==> config.mk <==
export PLATFORM = sky130hd
export DESIGN_NAME = cpu_run_ctrl_flat
export DESIGN_NICKNAME = d
export VERILOG_FILES = /design/src/rtl/cpu_run_ctrl_pkg.sv /design/src/rtl/cpu_run_ctrl_if.sv /design/src/rtl/cpu_run_ctrl_bp_match.sv /design/src/rtl/cpu_run_ctrl.sv /design/src/flat_wrapper.sv
export SDC_FILE = /design/constraint.sdc
export NUM_CORES = 1
export LEC_CHECK = 0
export ABC_AREA = 1
export CAP_MARGIN = 20
export CORE_MARGIN = 8
export CORE_UTILIZATION = 45
export CTS_BUF_LIST = sky130_fd_sc_hd__clkbuf_8
export DETAILED_ROUTE_END_ITERATION = 8
export DONT_BUFFER_PORTS = 1
export GPL_TIMING_DRIVEN = 0
export PLACE_DENSITY = 0.69
export SLEW_MARGIN = 20
export SYNTH_ARGS = -nofsm -noshare
export SYNTH_HDL_FRONTEND = slang
export SYNTH_SLANG_ARGS = --single-unit
==> constraint.sdc <==
create_clock -name clk -period 5.3 [get_ports clk]
set_input_delay 1.325 -clock clk [delete_from_list [all_inputs] [get_ports clk]]
set_output_delay 1.325 -clock clk [all_outputs]
set_load 0.01 [all_outputs]
==> src/rtl/cpu_run_ctrl_pkg.sv <==
// Shared types and constants for the run/debug controller.
//   state_e      : controller FSM states
//   cmd_op_e     : host command encodings carried on cmd_op
//   halt_cause_e : reason reported on halt_cause while halted
//   HALT_INSTR_DEF : ARM "B ." encoding used as the program-end marker
package cpu_run_ctrl_pkg;

    typedef enum logic [1:0] {
        ST_RST_HOLD = 2'd0,
        ST_HALTED   = 2'd1,
        ST_RUN      = 2'd2,
        ST_STEP     = 2'd3
    } state_e;

    typedef enum logic [1:0] {
        OP_RUN   = 2'd0,
        OP_STEP  = 2'd1,
        OP_HALT  = 2'd2,
        OP_RESET = 2'd3
    } cmd_op_e;

    typedef enum logic [2:0] {
        CAUSE_RESET     = 3'd0,
        CAUSE_HOST      = 3'd1,
        CAUSE_STEP_DONE = 3'd2,
        CAUSE_BREAK     = 3'd3,
        CAUSE_SELF_LOOP = 3'd4,
        CAUSE_TIMEOUT   = 3'd5
    } halt_cause_e;

    localparam logic [31:0] HALT_INSTR_DEF = 32'hEAFF_FFFE;

endpackage

==> src/rtl/cpu_run_ctrl_if.sv <==
// Host-side bus of the run controller: command handshake plus breakpoint writes.
//   cmd_valid/cmd_ready : command strobe, accepted when both are high
//   cmd_op/cmd_arg      : command code and STEP count
//   bp_wr/bp_idx        : breakpoint slot write strobe and slot index
//   bp_addr/bp_en       : breakpoint PC and enable written into the slot
// master = host, slave = controller.
interface cpu_run_ctrl_if #(
    parameter int ADDR_W = 32,
    parameter int CNT_W  = 32
);
    logic              cmd_valid;
    logic              cmd_ready;
    logic [1:0]        cmd_op;
    logic [CNT_W-1:0]  cmd_arg;
    logic              bp_wr;
    logic [2:0]        bp_idx;
    logic [ADDR_W-1:0] bp_addr;
    logic              bp_en;

    modport master (
        output cmd_valid, cmd_op, cmd_arg, bp_wr, bp_idx, bp_addr, bp_en,
        input  cmd_ready
    );

    modport slave (
        input  cmd_valid, cmd_op, cmd_arg, bp_wr, bp_idx, bp_addr, bp_en,
        output cmd_ready
    );
endinterface

==> src/rtl/cpu_run_ctrl_bp_match.sv <==
// Breakpoint slots with parallel PC comparators.
//   clk, rst_n        : clock, async active-low reset (clears slot enables)
//   wr, idx           : write strobe and slot index (idx >= NUM_BP ignored)
//   wr_addr, wr_en    : PC and enable stored in the addressed slot
//   pc                : core PC compared against every slot
//   hit               : some enabled slot holds pc (uses registered slot values)
module cpu_run_ctrl_bp_match #(
    parameter int ADDR_W = 32,
    parameter int NUM_BP = 2
) (
    input  logic              clk,
    input  logic              rst_n,
    input  logic              wr,
    input  logic [2:0]        idx,
    input  logic [ADDR_W-1:0] wr_addr,
    input  logic              wr_en,
    input  logic [ADDR_W-1:0] pc,
    output logic              hit
);

    logic [ADDR_W-1:0] slot_addr [NUM_BP];
    logic [NUM_BP-1:0] slot_en;

    // NOTE: sequential state uses non-blocking assignments so every flop
    // samples pre-edge values regardless of block evaluation order.
    always_ff @(posedge clk or negedge rst_n) begin
        if (!rst_n) begin
            slot_en <= '0;
        end else begin
            for (int i = 0; i < NUM_BP; i++) begin
                if (wr && idx == 3'(i)) slot_en[i] <= wr_en;
            end
        end
    end

    // NOTE: the address array is not reset; a slot's address is only
    // observed through its enable bit, which is reset.
    always_ff @(posedge clk) begin
        for (int i = 0; i < NUM_BP; i++) begin
            if (wr && idx == 3'(i)) slot_addr[i] <= wr_addr;
        end
    end

    // NOTE: combinational outputs get a default before any condition so no
    // path leaves them unassigned (which would infer a latch).
    always_comb begin
        hit = 1'b0;
        for (int i = 0; i < NUM_BP; i++) begin
            if (slot_en[i] && slot_addr[i] == pc) hit = 1'b1;
        end
    end

endmodule

==> src/rtl/cpu_run_ctrl.sv <==
// Run/debug controller for the single-cycle ARM core. Gates core execution
// via cpu_en, owns the core reset, and stops on host halt, step completion,
// PC breakpoints, branch-to-self and a RUN timeout.
//   clk, rst_n             : clock, async active-low reset
//   bus (slave)            : host commands and breakpoint writes
//   pc, instr              : core's current PC and instruction
//   cpu_en                 : core state-update enable (combinational)
//   cpu_rst_n              : core reset (registered)
//   halted, halt_cause     : halted flag and reason (registered)
//   cycle_cnt, instr_cnt   : saturating enabled-cycle / retired counters
module cpu_run_ctrl
    import cpu_run_ctrl_pkg::*;
#(
    parameter int               ADDR_W     = 32,
    parameter int               NUM_BP     = 2,
    parameter int               CNT_W      = 32,
    parameter int               RST_CYCLES = 4,
    parameter logic [CNT_W-1:0] MAX_CYCLES = CNT_W'(1000000),
    parameter logic [31:0]      HALT_INSTR = HALT_INSTR_DEF
) (
    input  logic              clk,
    input  logic              rst_n,
    cpu_run_ctrl_if.slave     bus,
    input  logic [ADDR_W-1:0] pc,
    input  logic [31:0]       instr,
    output logic              cpu_en,
    output logic              cpu_rst_n,
    output logic              halted,
    output logic [2:0]        halt_cause,
    output logic [CNT_W-1:0]  cycle_cnt,
    output logic [CNT_W-1:0]  instr_cnt
);

    localparam int HOLD_W = (RST_CYCLES > 1) ? $clog2(RST_CYCLES) : 1;

    state_e           state;
    logic [HOLD_W-1:0] hold_cnt;
    logic [CNT_W-1:0] step_left;
    logic             resume;     // first active cycle after leaving HALTED
    logic             bp_hit;

    logic             accept;
    logic             rst_cmd;
    logic             host_cmd;
    logic             stop;
    halt_cause_e      stop_cause;

    cpu_run_ctrl_bp_match #(
        .ADDR_W (ADDR_W),
        .NUM_BP (NUM_BP)
    ) u_bp_match (
        .clk     (clk),
        .rst_n   (rst_n),
        .wr      (bus.bp_wr),
        .idx     (bus.bp_idx),
        .wr_addr (bus.bp_addr),
        .wr_en   (bus.bp_en),
        .pc      (pc),
        .hit     (bp_hit)
    );

    // Halt evaluation on the current pc/instr, highest priority first.
    // Breakpoints are masked on the resume cycle so a halt at a breakpoint
    // PC can step past it; the self-loop check is never masked.
    always_comb begin
        accept     = bus.cmd_valid && bus.cmd_ready;
        rst_cmd    = accept && (cmd_op_e'(bus.cmd_op) == OP_RESET);
        host_cmd   = accept && (cmd_op_e'(bus.cmd_op) == OP_HALT);
        stop       = 1'b1;
        stop_cause = CAUSE_RESET;
        if (rst_cmd) begin
            stop_cause = CAUSE_RESET;
        end else if (bp_hit && !resume) begin
            stop_cause = CAUSE_BREAK;
        end else if (instr == HALT_INSTR) begin
            stop_cause = CAUSE_SELF_LOOP;
        end else if (host_cmd) begin
            stop_cause = CAUSE_HOST;
        end else if (state == ST_RUN && MAX_CYCLES != '0 && cycle_cnt == MAX_CYCLES) begin
            stop_cause = CAUSE_TIMEOUT;
        end else begin
            stop = 1'b0;
        end
        cpu_en = (state == ST_RUN || state == ST_STEP) && !stop;
    end

    always_ff @(posedge clk or negedge rst_n) begin
        if (!rst_n) begin
            state         <= ST_RST_HOLD;
            hold_cnt      <= '0;
            step_left     <= '0;
            resume        <= 1'b0;
            cpu_rst_n     <= 1'b0;
            bus.cmd_ready <= 1'b0;
            halted        <= 1'b0;
            halt_cause    <= CAUSE_RESET;
            cycle_cnt     <= '0;
            instr_cnt     <= '0;
        end else begin
            resume <= (state == ST_HALTED);
            if (rst_cmd) begin
                // Core reset again; breakpoint slots are left untouched.
                state         <= ST_RST_HOLD;
                hold_cnt      <= '0;
                cpu_rst_n     <= 1'b0;
                bus.cmd_ready <= 1'b0;
                halted        <= 1'b0;
                halt_cause    <= CAUSE_RESET;
                cycle_cnt     <= '0;
                instr_cnt     <= '0;
            end else begin
                unique case (state)
                    ST_RST_HOLD: begin
                        if (hold_cnt == HOLD_W'(RST_CYCLES - 1)) begin
                            state         <= ST_HALTED;
                            cpu_rst_n     <= 1'b1;
                            bus.cmd_ready <= 1'b1;
                            halted        <= 1'b1;
                            halt_cause    <= CAUSE_RESET;
                        end else begin
                            hold_cnt <= hold_cnt + HOLD_W'(1);
                        end
                    end
                    ST_HALTED: begin
                        if (accept) begin
                            unique case (cmd_op_e'(bus.cmd_op))
                                OP_RUN: begin
                                    state  <= ST_RUN;
                                    halted <= 1'b0;
                                end
                                OP_STEP: begin
                                    if (bus.cmd_arg != '0) begin
                                        state     <= ST_STEP;
                                        step_left <= bus.cmd_arg;
                                        halted    <= 1'b0;
                                    end
                                end
                                OP_HALT:  ;
                                OP_RESET: ;
                            endcase
                        end
                    end
                    default: begin
                        if (stop) begin
                            state      <= ST_HALTED;
                            halted     <= 1'b1;
                            halt_cause <= stop_cause;
                        end else begin
                            if (cycle_cnt != '1) cycle_cnt <= cycle_cnt + CNT_W'(1);
                            if (instr_cnt != '1) instr_cnt <= instr_cnt + CNT_W'(1);
                            if (state == ST_STEP) begin
                                step_left <= step_left - CNT_W'(1);
                                if (step_left == CNT_W'(1)) begin
                                    state      <= ST_HALTED;
                                    halted     <= 1'b1;
                                    halt_cause <= CAUSE_STEP_DONE;
                                end
                            end
                        end
                    end
                endcase
            end
        end
    end

endmodule

==> src/flat_wrapper.sv <==
// flat-port wrapper written by rule: the top's interface ports become plain ports
module cpu_run_ctrl_flat import cpu_run_ctrl_pkg::*;
#(
    parameter int               ADDR_W     = 32,
    parameter int               NUM_BP     = 2,
    parameter int               CNT_W      = 32,
    parameter int               RST_CYCLES = 4,
    parameter logic [CNT_W-1:0] MAX_CYCLES = CNT_W'(1000000),
    parameter logic [31:0]      HALT_INSTR = HALT_INSTR_DEF
)
  (clk, rst_n, pc, instr, cpu_en, cpu_rst_n, halted, halt_cause, cycle_cnt, instr_cnt, bus_cmd_valid, bus_cmd_op, bus_cmd_arg, bus_bp_wr, bus_bp_idx, bus_bp_addr, bus_bp_en, bus_cmd_ready);
  cpu_run_ctrl_if #(.ADDR_W(ADDR_W), .CNT_W(CNT_W)) bus_i ();
  input  logic clk;
  input  logic rst_n;
  input  logic [ADDR_W-1:0] pc;
  input  logic [31:0] instr;
  output logic cpu_en;
  output logic cpu_rst_n;
  output logic halted;
  output logic [2:0] halt_cause;
  output logic [CNT_W-1:0] cycle_cnt;
  output logic [CNT_W-1:0] instr_cnt;
  input wire logic [$bits(bus_i.cmd_valid)-1:0] bus_cmd_valid;
  input wire logic [$bits(bus_i.cmd_op)-1:0] bus_cmd_op;
  input wire logic [$bits(bus_i.cmd_arg)-1:0] bus_cmd_arg;
  input wire logic [$bits(bus_i.bp_wr)-1:0] bus_bp_wr;
  input wire logic [$bits(bus_i.bp_idx)-1:0] bus_bp_idx;
  input wire logic [$bits(bus_i.bp_addr)-1:0] bus_bp_addr;
  input wire logic [$bits(bus_i.bp_en)-1:0] bus_bp_en;
  output wire logic [$bits(bus_i.cmd_ready)-1:0] bus_cmd_ready;
  assign bus_i.cmd_valid = bus_cmd_valid;
  assign bus_i.cmd_op = bus_cmd_op;
  assign bus_i.cmd_arg = bus_cmd_arg;
  assign bus_i.bp_wr = bus_bp_wr;
  assign bus_i.bp_idx = bus_bp_idx;
  assign bus_i.bp_addr = bus_bp_addr;
  assign bus_i.bp_en = bus_bp_en;
  assign bus_cmd_ready = bus_i.cmd_ready;
  cpu_run_ctrl #(.ADDR_W(ADDR_W), .NUM_BP(NUM_BP), .CNT_W(CNT_W), .RST_CYCLES(RST_CYCLES), .MAX_CYCLES(MAX_CYCLES), .HALT_INSTR(HALT_INSTR)) u_core (.clk(clk), .rst_n(rst_n), .bus(bus_i), .pc(pc), .instr(instr), .cpu_en(cpu_en), .cpu_rst_n(cpu_rst_n), .halted(halted), .halt_cause(halt_cause), .cycle_cnt(cycle_cnt), .instr_cnt(instr_cnt));
endmodule
---- After elaboration in Yosys (flattened, before gate mapping) ----
Memories as Yosys holds them, arrays and structs flattened.
Index checks and enable logic that the tools add are counted.
storage, ports and cells
  RAM bits ................................ 64
  input bits .............................. 138
  memories kept ........................... 1
  output and inout port bits .............. 71
  logic and storage cells ................. 141
  register bits after elaboration ......... 108
memories
  name                         depth  bits a word  read ports  clocked after Yosys merged registers in  wr ports  RTL line                     RTL
  u_core.u_bp_match.slot_addr  2      32           2           0                                        1         cpu_run_ctrl_bp_match.sv:21  logic [ADDR_W-1:0] slot_addr [NUM_BP];
cells by class
  bitwise operators ....................... 2
  eq/ne operators ......................... 27
  add/sub/neg operators ................... 4
  reduce and logical (&&, ||, !) cells .... 35
  muxes and demuxes ....................... 61
operators by type and width
  operator                                                                 number
  32-bit two-way mux                                                       14
  32-bit by 1-bit adder with 32-bit output, second input constant          2
  32-bit equality test                                                     2
  32-bit != test, second input constant                                    2
  32-bit one-hot mux with 2 select lines                                   1
  32-bit by 1-bit equality test with 1-bit output, second input constant   1
  32-bit by 20-bit equality test with 1-bit output, second input constant  1
  32-bit equality test, second input constant                              1
  32-bit nonzero test                                                      1
  32-bit OR reduction                                                      1
  32-bit by 1-bit subtractor with 32-bit output, second input constant     1
  3-bit two-way mux                                                        9
  1-bit two-way mux                                                        22
  2-bit two-way mux                                                        10
  2-bit equality test, second input constant                               5
  1-bit logical AND                                                        10
  2-bit by 1-bit != test with 1-bit output, second input constant          5
  2-bit nonzero test                                                       5
  5-bit nonzero test                                                       2
  4-bit by 3-bit != test with 1-bit output, second input constant          2
  2-bit one-hot mux with 2 select lines                                    2
  4-bit nonzero test                                                       2
  7-bit AND reduction                                                      1
  2-bit != test, second input constant                                     3
  other kinds (16)                                                         24

---- Logic depth before layout (Yosys ltp) ----
Gate-level depths: netlist of the first run.
  depth after elaboration ................. 10
  depth in mapped cells ................... 19
  depth with buffers taken out ............ 17

---- Cells and area by module ----
A second synthesis of the first run with hierarchy kept.
unflattened totals
  cells, all modules ...................... 1551
  area, all modules ....................... 10968.0 µm²
by module, submodules not included
  module                 cells each  times used  area an instance (µm²)  seq. area each (µm²)
  cpu_run_ctrl           1228        1           7858.8                  2652.5
  cpu_run_ctrl_bp_match  323         1           3109.2                  1971.9

---- Worst setup path after synthesis of the first run ----
No wires, ideal clock.
  path kind ............................... in2out
  start point ............................. in bus_cmd_op[0]
  end point ............................... out cpu_en
  arrival ................................. 2.380 ns
  setup slack ............................. 1.595 ns
  stages .................................. 5
  required time ........................... 3.975 ns
  buffers on the path ..................... 2
  cell sequence ........................... inv_1 -> nor3_2 -> clkbuf_1 -> clkbuf_1 -> nor3_1
on the way
  word-level cells in the longest chain between the ends .. 8
  elaborated cells on any way between the ends .. 10
  those cells by class .................... eq/ne: 2; mux: 4; reduce/logical: 4
ends and longest elaborated chain
  item                   RTL line            RTL
  start: declaration     flat_wrapper.sv:24  input wire logic [$bits(bus_i.cmd_op)-1:0] bus_cmd_op;
  2-bit equality test    cpu_run_ctrl.sv:68  host_cmd = accept && (cmd_op_e'(bus.cmd_op) == OP_HALT);
  1-bit logical AND      cpu_run_ctrl.sv:68
  1-bit two-way mux      cpu_run_ctrl.sv:77  end else if (host_cmd) begin
  1-bit two-way mux      cpu_run_ctrl.sv:75  end else if (instr == HALT_INSTR) begin
  1-bit two-way mux      cpu_run_ctrl.sv:73  end else if (bp_hit && !resume) begin
  1-bit two-way mux (*)  cpu_run_ctrl.sv:71  if (rst_cmd) begin
  1-bit logical NOT (*)  cpu_run_ctrl.sv:84  cpu_en = (state == ST_RUN || state == ST_STEP) && !stop;
  1-bit logical AND (*)  cpu_run_ctrl.sv:84
  end: declaration       flat_wrapper.sv:17  output logic cpu_en;
Every way passes the cells marked *; elsewhere a longest branch is shown, timed or not.

---- Worst setup path in the final report of the first run ----
Same ends and word-level chain as after synthesis.

==> out/metrics.yaml, run 1 <==
layout:
  drive_gt1_share_pct: 6.90
  seq_area_mm2: 0.00462
  n_fill_cell: 2390
  final_cells: 1860
  fin_nets: 1672
  multi_input_area_mm2: 0.00552
  finish.utilization_pct: 49.1
  diodes: 0
  fin_area_mm2: 0.0119
  syn_to_final_growth_pct: 7.79
yosys:
  synth_top_area_share_pct: 24.5
  netlist_area_mm2: 0.0110
  synth_edf_count: 64
  synth_area_leaders: "dfrtp_1 25%, edfxtp_1 17%, nand2_1 15%"
  yosys_warnings: 0
  syn_nets: 1651
  postSynthCellCount: 1503
  yosysTopAreaCell: "dfrtp_1"
  synth_seq_cells: 172
  avgSynthCellArea_um2: 7.33
  synthFlopType: "dfrtp_1"
  yosys.cell_types.count: 41
  async_flop_share_pct: 62.8
  yosysSeqAreaShare_pct: 42.0
grt:
  grt_max_degree: 109
  grt_usage_pct: 22.1
  grt_pass1_wl_um: 51200
  antenna_found_initial: 2
  gr-total-overflow: 0
  grt_pass1_vias: 9648
hold_path:
  holdCritPathClass: "register to register"
power_and_ir_drop:
  peakVddDrop_uv: 206
  powerDensity_mw_per_mm2: 415
  p_total_mw: 4.93
  p_leak_nw: 5.38
sta:
  slew_violations: 0
  tns_ns: 0
  tightest_slew_ns: 0.809
  fin_worst_skew_ns: 0.0174
  slew_headroom_pct: 45.6
  finalHoldViolCount: 0
  max_freq_ghz: 0.229
  finalCritPeriodShare_pct: 82.5
  holdWs_ns: 0.486
  setup_viol: 0
  layout_min_cycle_time_ns: 4.37
  rsz0062_at_grt: "no"
  fin_ws_ns: 0.929
clock_network:
  post-cts-setup-buffers: 0
  cts_tree: "built"
  cts_buffer_depth: 2
  numCtsBuffers: 17
  cts_sinks: 172
  clk_latency_ns: 0.48
  cts_root_buf: "clkbuf_8"
  ctsHtreeMaxLevel: 4
  clk_pin_slew_ns: 0.09
  post_cts_resized: 0
  ctsHoldBuffers: 0
placed_design:
  dpl_cell_area_mm2: 0.0115
  hpwlAfterDp_um: 25600
  pre_cts_ws_ns: 0.864
  port_buffers: 0
  gp_congestion: 0.949
  dp_cells: 1829
critical_path:
  required_ns: 3.97
  crit_path_top_delay_cell: "clkbuf_1"
  start_kind: "input port"
  cp.arrival_ns: 3.05
  cp_cell_sequence: "inv_1, nor3_2, clkbuf_1, clkbuf_1, nor3_1"
  cpMostUsedCell: "clkbuf_1"
  crit_type: "input port to output pin"
  crit_path_max_fanout: 10
  critPathCaptureType: "output pin"
  critPathMaxStageDelay_ns: 0.55
floorplanning:
  die_w_um: 172
  rows: 57
  ios: 209
  core_area_mm2: 0.0242
  die-area_mm2: 0.0297
  dieHeight_um: 172
  start_util_pct: 45.6
drt:
  ant_nets: 0
  drc: 0
  vias: 9939
  first_iter_violations: 816
  wl_per_cell_um: 17.7
  routed_wl_um: 32900
  first_pass_iters: 8
  avgViaCountPerCell: 5.34
job:
  cap_violations: 0
outcome:
  status: "finished, final reports clean"
## path summary, 6_finish.rpt
kind | from | to | slack (ns) | cells after the start
hold / removal | u_core.step_left[1]$_DFFE_PN0P_ | u_core.step_left[1]$_DFFE_PN0P_ | 0.49 | 2
setup reg to reg | u_core.state[1]$_DFFE_PN0P_ | u_core.step_left[2]$_DFFE_PN0P_ | 2.67 | 9
max in group asynchronous | rst_n | u_core.instr_cnt[29]$_DFFE_PN0P_ | 4.54 | 0
min in group asynchronous | rst_n | u_core.step_left[16]$_DFFE_PN0P_ | 0.54 | 0
hold reg to reg | u_core.step_left[1]$_DFFE_PN0P_ | u_core.step_left[1]$_DFFE_PN0P_ | 0.49 | 2
setup / recovery | bus_cmd_op[0] | cpu_en | 0.93 | 5
## logic make-up (layout without fill, tap and decap cells)
group / after synthesis / count (layout) / share of synthesized area, %
and+or+nand+nor: 921 / 921 / 36.4
buffers and inverters: 214 / 247 / 8.06
DFF: 172 / 172 / 42.0
xor gates and xnor gates: 93 / 93 / 7.39
AOI/OAI and AO/OA: 91 / 91 / 4.83
adders and majority gates: 10 / 10 / 1.14
muxes: 2 / 2 / 0.204
## area by class of cell
type,instances,area share [%]
Clock buffer,17,1.97
Multi-Input combinational cell,1117,46.5
Inverter,166,5.25
Clock inverter,14,1.25
Tap cell,324,3.41
Sequential cell,172,38.9
Buffer,48,2.23
Timing Repair Buffer,2,0.464
## report_power, final
group	internal (mW)	switching [mW]	total, mW
Sequential	1.61	0.342	1.95
Clock	0.392	0.556	0.948
Combinational	0.658	1.37	2.03
Total	2.66	2.27	4.93
## sequential cells by signal, summed over array words and instances, names as in the netlist
register,cells
u_core.u_bp_match.slot_en,2
u_core.u_bp_match.slot_addr,64
u_core.step_left,32
u_core.resume,1
u_core.bus.cmd_ready,1
u_core.cycle_cnt,32
u_core.halt_cause,3
u_core.instr_cnt,32
u_core.hold_cnt,2
u_core.halted,1
u_core.state,2
## cells in the final DEF (no fill, tap or decap), types with 4 or more instances in the layout
master    instances
edfxtp_1         64
xor2_1           56
clkbuf_1         22
nor2_2            5
nand2_2           7
buf_2            13
o21ai_2          14
inv_6             7
nand2_1         439
clkbuf_8         17
nor2_1          199
ha_1             10
o21ai_1          11
o21ai_0          43
nand4_1          55
nand3_1         126
buf_6             8
inv_8             4
a21oi_1          15
dfrtp_1         108
inv_1           160
nor4_1           36
inv_2             6
nand2_4           4
nor3_1           36
xnor2_1          37
## cell usage after synthesis (all sizes together), types with 3 or more instances
library cell and instances:
dfrtp 108, a21oi 15, clkbuf 23, buf 25
nand4 55, nor2 207, inv 166, ha 10
or2 3, edfxtp 64, xor2 56, nor4 36
nand3 126, nand2 450, xnor2 37, nor3 40
o21ai 68
## critical path: cells and delay by family
kind                   cells  cell delay, ns
and+or+nand+nor            2            0.61
buffers and inverters      3            1.11
## metal layers
layer | GRT usage [%] | share of wire (%)
met2 | 36.2 | 47
met4 | 6.45 | 2.2
met3 | 7.74 | 9.6
met1 | 26.9 | 41
met5 | 0 | 0.082
Note: power is estimated with default switching activity, not from simulation.
==> run 2, diff against run 1 <==
PLACE_DENSITY = 0.71   (was 0.69)
clock period = 3.95 ns   (was 5.3 ns; I/O delays follow)
==> run 2 against run 1 <==
Routed wire length increased by 1.3%. Global-route usage up 0.22 points. Via count increased by 1.0%. Critical path depth unchanged. Utilization grew 0.29 points. Die area stayed put. Combinational power up 35%. Sequential power increased by 35%. Sequential cell count stayed put. Critical path type is now register to output pin.
==> out/metrics.yaml, run 2 (synthesis gave the netlist of run 1 again) <==
clock_network:
  ctsHoldBuffers: 0
  cts_sinks: 172
  cts_tree: "built"
  numCtsBuffers: 17
  post-cts-setup-buffers: 0
  ctsHtreeMaxLevel: 4
  cts_buffer_depth: 2
  clk_latency_ns: 0.48
  clk_pin_slew_ns: 0.10
  cts_root_buf: "clkbuf_8"
layout:
  mostFrequentLayoutCells: "439 x nand2_1, 199 x nor2_1, 160 x inv_1, 126 x nand3_1, 108 x dfrtp_1"
  diodes: 0
  largest_reg_flops: 64
  fin_nets: 1672
  final_common_cell: "nand2_1"
  syn_to_final_growth_pct: 8.43
  drive_gt1_share_pct: 7.09
  finish.utilization_pct: 49.4
  fin_area_mm2: 0.0119
  top_register: "u_core.u_bp_match.slot_addr"
critical_path:
  start_kind: "register"
  critPathMaxStageDelay_ns: 0.51
  cp_cell_sequence: "nand2_1, nor3_2, clkbuf_2, clkbuf_1, nor3_1"
  crit_path_top_delay_cell: "dfrtp_1"
  path_delay_family: "buffers and inverters"
  crit_type: "register to output pin"
  required_ns: 2.96
  cp.arrival_ns: 2.61
  crit_path_max_fanout: 10
  critPathCaptureType: "output pin"
  crit_buf_inv: 2
floorplanning:
  rows: 57
  die_w_um: 172
  start_util_pct: 45.6
  core_area_mm2: 0.0242
  die-area_mm2: 0.0297
  dieHeight_um: 172
  ios: 209
grt:
  gr-total-overflow: 0
  grt_max_degree: 109
  grt_pass1_wl_um: 51700
  grt_pass1_vias: 9844
  grt_usage_pct: 22.3
  antenna_found_initial: 2
placed_design:
  hpwlAfterDp_um: 25600
  pre_cts_ws_ns: 0.177
  port_buffers: 0
  gp_congestion: 0.972
  dpl_cell_area_mm2: 0.0115
sta:
  setup_viol: 0
  rsz0062_at_grt: "no"
  max_freq_ghz: 0.278
  finalHoldViolCount: 0
  tightest_slew_ns: 0.775
  slew_violations: 0
  fin_worst_skew_ns: 0.0252
  fin_ws_ns: 0.352
  finalCritPeriodShare_pct: 91.1
  slew_headroom_pct: 47.9
  layout_min_cycle_time_ns: 3.60
power_and_ir_drop:
  p_leak_nw: 5.41
  peakVddDrop_uv: 254
  powerDensity_mw_per_mm2: 569
drt:
  drc: 0
  avgViaCountPerCell: 5.40
  vias: 10000
  ant_nets: 0
  first_iter_violations: 900
  wl_per_cell_um: 17.9
  first_pass_iters: 5
  routed_wl_um: 33300
outcome:
  status: "finished, final reports clean"
hold_path:
  holdCritPathClass: "input port to async pin"
job:
  cap_violations: 0
[run 2: cell count changes in the layout (fill, tap and decap cells not counted), sizes merged]
cell,delta
bufinv,+1
clkinvlp,+1
clkinv,+2
inv,-3
[run 2: final timing paths]
path,startpoint,to,slack (ns),cells past startpoint
max,u_core.bus.cmd_ready$_DFFE_PN0P_,cpu_en,0.35,5
min,rst_n,u_core.u_bp_match.slot_en[0]$_DFFE_PN0P_,0.21,0
max reg2reg,u_core.state[1]$_DFFE_PN0P_,u_core.step_left[0]$_DFFE_PN0P_,1.23,9
min reg2reg,u_core.step_left[1]$_DFFE_PN0P_,u_core.step_left[1]$_DFFE_PN0P_,0.48,2
max in group asynchronous,rst_n,u_core.step_left[25]$_DFFE_PN0P_,3.52,0
min in group clk,u_core.step_left[1]$_DFFE_PN0P_,u_core.step_left[1]$_DFFE_PN0P_,0.48,2
[run 2: timing repair]
action / CTS / global route
gates resized for setup: 0 / 2
setup endpoints to repair: 0 / 1
endpoints found under the hold margin: 0 / 0
[run 2: per-layer routing]
metal,GRT usage [%],up-vias,routed length (um)
met5,0,-,27
met3,6.55,39,3030
met2,36.8,350,15700
li1,-,4918,-
met4,6.41,4,546
met1,27.8,4731,14000
[run 2: where the power goes]
part / switching (mW) / internal (mW) / total (mW)
Combinational: 1.85 / 0.883 / 2.74
Clock: 0.808 / 0.612 / 1.42
Sequential: 0.474 / 2.16 / 2.64
Total: 3.13 / 3.66 / 6.79
[run 2: cell type report]
cell class	instances	area [um2]
fillers	2410	12200
repair buffers	2	55.1
well taps	324	405
inverters	166	623
clock buffers	17	234
flip-flops and latches	172	4620
plain buffers	48	267
multi-input cells	1117	5520
clock inverters	15	218
[run 2: through the flow]
stage | power (mW) | TNS (ns) | hold slack [ns] | instances
after floorplan | 4.58 | 0 | 0.442 | 1503
after global placement | 5.30 | -0.0192 | 0.454 | 1827
after detailed placement | 5.37 | 0 | 0.463 | 1829
after CTS | 6.80 | 0 | 0.152 | 1861
after global routing | 7.27 | 0 | 0.169 | 1861
final | 6.79 | 0 | 0.209 | 1861
